==> src/rtl/seq_shifter.sv <==
// Multi-cycle SLL/SRL/SRA/ROL shifter, STEP bits per cycle,
// valid/ready handshake on request and result sides.
module seq_shifter #(
    parameter int WIDTH   = 32,
    parameter int SHAMT_W = $clog2(WIDTH),
    parameter int STEP    = 1
) (
    input  logic               clk,
    input  logic               reset,
    input  logic               in_valid,
    output logic               in_ready,
    input  logic [1:0]         mode,
    input  logic [SHAMT_W-1:0] shamt,
    input  logic [WIDTH-1:0]   din,
    output logic               out_valid,
    input  logic               out_ready,
    output logic [WIDTH-1:0]   dout,
    output logic               busy
);

    // one extra bit so STEP == WIDTH still fits in the count domain
    localparam int CW = SHAMT_W + 1;

    typedef enum logic [1:0] {
        IDLE,
        SHIFT,
        DONE
    } state_t;

    state_t           state, state_nxt;
    logic [WIDTH-1:0] data, data_nxt, shifted;
    logic [1:0]       op, op_nxt;
    logic [CW-1:0]    cnt, cnt_nxt, s, rs;
    logic             load;

    always_comb begin
        s  = (cnt < CW'(STEP)) ? cnt : CW'(STEP);
        rs = CW'(WIDTH) - s;
        unique case (op)
            2'b00: shifted = data << s;
            2'b01: shifted = data >> s;
            2'b10: shifted = $unsigned($signed(data) >>> s);
            2'b11: shifted = (data << s) | (data >> rs);
        endcase
    end

    always_comb begin
        state_nxt = state;
        data_nxt  = data;
        cnt_nxt   = cnt;
        op_nxt    = op;
        load      = 1'b0;
        in_ready  = 1'b0;
        out_valid = 1'b0;
        busy      = 1'b1;
        unique case (state)
            IDLE: begin
                in_ready = 1'b1;
                busy     = 1'b0;
                if (in_valid) begin
                    data_nxt = din;
                    op_nxt   = mode;
                    cnt_nxt  = {1'b0, shamt};
                    if (shamt == '0) begin
                        state_nxt = DONE;
                        load      = 1'b1;
                    end else begin
                        state_nxt = SHIFT;
                    end
                end
            end
            SHIFT: begin
                data_nxt = shifted;
                cnt_nxt  = cnt - s;
                if (cnt_nxt == '0) begin
                    state_nxt = DONE;
                    load      = 1'b1;
                end
            end
            DONE: begin
                out_valid = 1'b1;
                if (out_ready) state_nxt = IDLE;
            end
            default: state_nxt = IDLE;
        endcase
    end

    always_ff @(posedge clk or posedge reset) begin
        if (reset) begin
            state <= IDLE;
            data  <= '0;
            op    <= '0;
            cnt   <= '0;
            dout  <= '0;
        end else begin
            state <= state_nxt;
            data  <= data_nxt;
            op    <= op_nxt;
            cnt   <= cnt_nxt;
            if (load) dout <= data_nxt;
        end
    end

endmodule

==> config.mk <==
export PLATFORM = sky130hd
export DESIGN_NAME = seq_shifter
export DESIGN_NICKNAME = d
export VERILOG_FILES = /design/src/rtl/seq_shifter.sv
export SDC_FILE = /design/constraint.sdc
export NUM_CORES = 1
export LEC_CHECK = 0
export ABC_AREA = 1
export BUFFER_PORTS_ARGS = -buffer_cell sky130_fd_sc_hd__buf_4
export CAP_MARGIN = 15
export CORE_MARGIN = 4
export CORE_UTILIZATION = 52
export DETAILED_ROUTE_END_ITERATION = 10
export HOLD_SLACK_MARGIN = 0.03
export PLACE_DENSITY = 0.77
export SETUP_SLACK_MARGIN = 0.2
export SYNTH_ARGS = -nofsm -noshare
export SYNTH_HDL_FRONTEND = slang
export SYNTH_SLANG_ARGS = --single-unit
==> constraint.sdc <==
create_clock -name clk -period 2.1 [get_ports clk]
set_input_delay 0.21 -clock clk [delete_from_list [all_inputs] [get_ports clk]]
set_output_delay 0.21 -clock clk [all_outputs]
set_load 0.01 [all_outputs]
==> impl_metrics.ini <==
[timing]
hold_viol = 0
setup_viol = 0
finalCriticalPeriod_ns = 2.03
fin_ws_ns = 0.0731
fin_skew_ns = 0.0105
rsz0062_at_grt = yes
fmax_ghz = 0.493
min_period_over_period = 0.965
slew_violations = 0

[detailed_routing]
drc = 0
vias = 5342
first_iter_violations = 349
wl_per_cell_um = 15.9
totalWireLength_mm = 15.7
dr.pass1.iters = 5
detail_route.vias_per_cell = 5.42
ant_nets = 0

[critical_path]
end_kind = register
cp_data_arrival_time_ns = 2.34
critPathKind = register to register
rrSetupSlack_ns = 0.07
start_kind = register
worst_ep_required_time_ns = 2.42
worstPathMaxFanout = 7

[layout]
drive_gt1_frac = 0.306
final_common_cell = nand2_1
fin_cells = 985
stdcell_area_mm2 = 0.00651
nets = 896
antenna_cells = 0
layout_common_cells = 292 x nand2_1, 108 x buf_4, 71 x dfrtp_1
area_growth_pct = 32.0

[floorplanning]
dieHeight_um = 105
start_util = 0.534
dieArea_mm2 = 0.0111
core_region_area_mm2 = 0.00924
rows = 35
ioPinCount = 78
die_w_um = 105

[global_routing]
first_global_vias = 5254
grt_pass1_wl_mm = 25.8
grt_max_degree = 75
grt_overflow = 0
grt_antenna_before_repair = 0
grt_usage = 0.289

[clock_network]
cts_buffer_depth = 2
cts_root_buf = clkbuf_8
cts.reportedPaths.clkPinSlew_ns = 0.09
clock-sinks = 74
cts_htree_levels = 3
tritoncts = done
insertion_delay_ns = 0.37
cts_made_buffers = 9

[placement]
dpl_cell_area_mm2 = 0.00577
gp_congestion = 0.988
post-place-ws_ns = 0.0156
placedCellCount = 949
dp_hpwl_mm = 11.3
port-buffer-count = 77

[power_and_ir_drop]
power.density_mw_per_mm2 = 1660
power.leakage_nw = 3.39
max-vdd-ir-drop_mv = 0.754

[worst_hold_path]
holdCritPathClass = input pin to register

[synthesis]
yosys.area_share.simple = 0.396
netlist_instances = 752
synth_top_family_by_area = simple AND/OR/NAND/NOR gates
syn-num-nets = 797
synth_cell_types = 36
ys_seq_area_frac = 0.375
synthMuxAreaShare = 0
synth_fa_ha_area_frac = 0.00507
ys_ff_latch = 74
synth_compound_area_frac = 0.119
syn_avg_cell_area_um2 = 6.56
synth_xor_xnor_area_share = 0.00355
yosysWarnings = 0
synth_area_mm2 = 0.00493

[run_status]
status = finished clean

[job]
drv_cap = 0
==> power by group <==
part	leakage (nW)	internal (W)	switching (W)
Combinational	2.38	0.00263	0.00422
Clock	0.111	0.000587	0.000653
Sequential	0.898	0.00217	0.000521
==> cell families (layout without fill, tap and decap cells) <==
| group | count (synthesis) | after routing |
|---|---|---|
| xor+xnor | 2 | 2 |
| fa+ha+maj | 2 | 2 |
| other cells | 1 | 1 |
| compound gates | 105 | 105 |
| simple gates | 459 | 459 |
| flops | 74 | 74 |
| buf+inv | 109 | 213 |
==> metal layers <==
| layer | up-vias | global-route usage | part of all wire |
|---|---|---|---|
| met5 | - | 0 | 0 |
| met4 | 0 | 0.0806 | 0.021 |
| met3 | 34 | 0.0392 | 0.054 |
| met2 | 180 | 0.482 | 0.49 |
| met1 | 2550 | 0.393 | 0.44 |
| li1 | 2578 | - | - |
==> registers in the layout, indices dropped and copies added (netlist names) <==
register / cells
dout: 32
state: 2
data: 32
op: 2
cnt: 6
==> critical path: stages (launching register included) <==
cell and delay [ns]:
dfrtp_1 0.42, nor2_4 0.18, nand2_2 0.10, nor2_4 0.20, ha_4 0.26, buf_12 0.14
nand2_4 0.06, o211ai_1 0.08, a21oi_1 0.16, nand2_1 0.07, nand2_1 0.08, nand2_2 0.05
nand3_2 0.07, nand2_1 0.05, nand2_1 0.05
==> Yosys cell counts, drive strengths merged <==
cell	instances	share of area
o2111ai	2	0.0036
xor2	2	0.0036
a31oi	1	0.0013
o211a	1	0.0020
a221oi	1	0.0018
dfrtp	74	0.38
nor3	2	0.0020
a21oi	41	0.042
nand3	68	0.082
nor2	34	0.036
or2	1	0.0013
o21ai	41	0.042
inv	72	0.055
buf	27	0.038
o22ai	1	0.0013
a22o	1	0.0018
ha	2	0.0051
nand4	5	0.0063
a21boi	1	0.0015
o211ai	13	0.020
o31ai	2	0.0030
conb	1	0.00076
nand2	349	0.27
clkinv	1	0.00076
clkbuf	9	0.0068
==> stage by stage <==
step | total power [W] | TNS [ns] | hold slack [ns] | util
after floorplan | 0.00679 | 0 | 0.296 | -
after global placement | 0.00859 | 0 | 0.351 | 0.624
after detailed placement | 0.00876 | 0 | 0.357 | 0.624
after CTS | 0.0101 | 0 | 0.0435 | 0.658
after global routing | 0.0117 | -0.295 | 0.0626 | 0.705
final | 0.0108 | 0 | 0.0492 | 0.705
==> final timing paths <==
kind / to / cells after the start / startpoint
worst max-delay path: dout[1] / 14 / cnt[4]
worst min-delay path: op[0] / 3 / mode[0]
worst max register to register: dout[1] / 14 / cnt[4]
worst min register to register: dout[24] / 2 / dout[24]
max in group asynchronous: state[0] / 4 / reset
min in group asynchronous: dout[9] / 4 / reset
==> repair_timing <==
item	4_1_cts	5_1_grt
buffers inserted	5	11
gates cloned	0	2
pin swaps	10	24
gates resized for setup	14	97
endpoints found under the setup margin	40	58
endpoints found under the hold margin	75	0
hold buffers	2	0
==> final cells by class <==
| type | count | area [um2] |
|---|---|---|
| tap | 129 | 161 |
| fill | 814 | 2730 |
| inverter | 73 | 283 |
| sequential | 74 | 1860 |
| clock buffer | 9 | 124 |
| clock inverter | 7 | 90.1 |
| timing repair buffer | 124 | 1080 |
| multi-input combinational | 569 | 2920 |
Note: power is estimated with default switching activity, not from simulation.
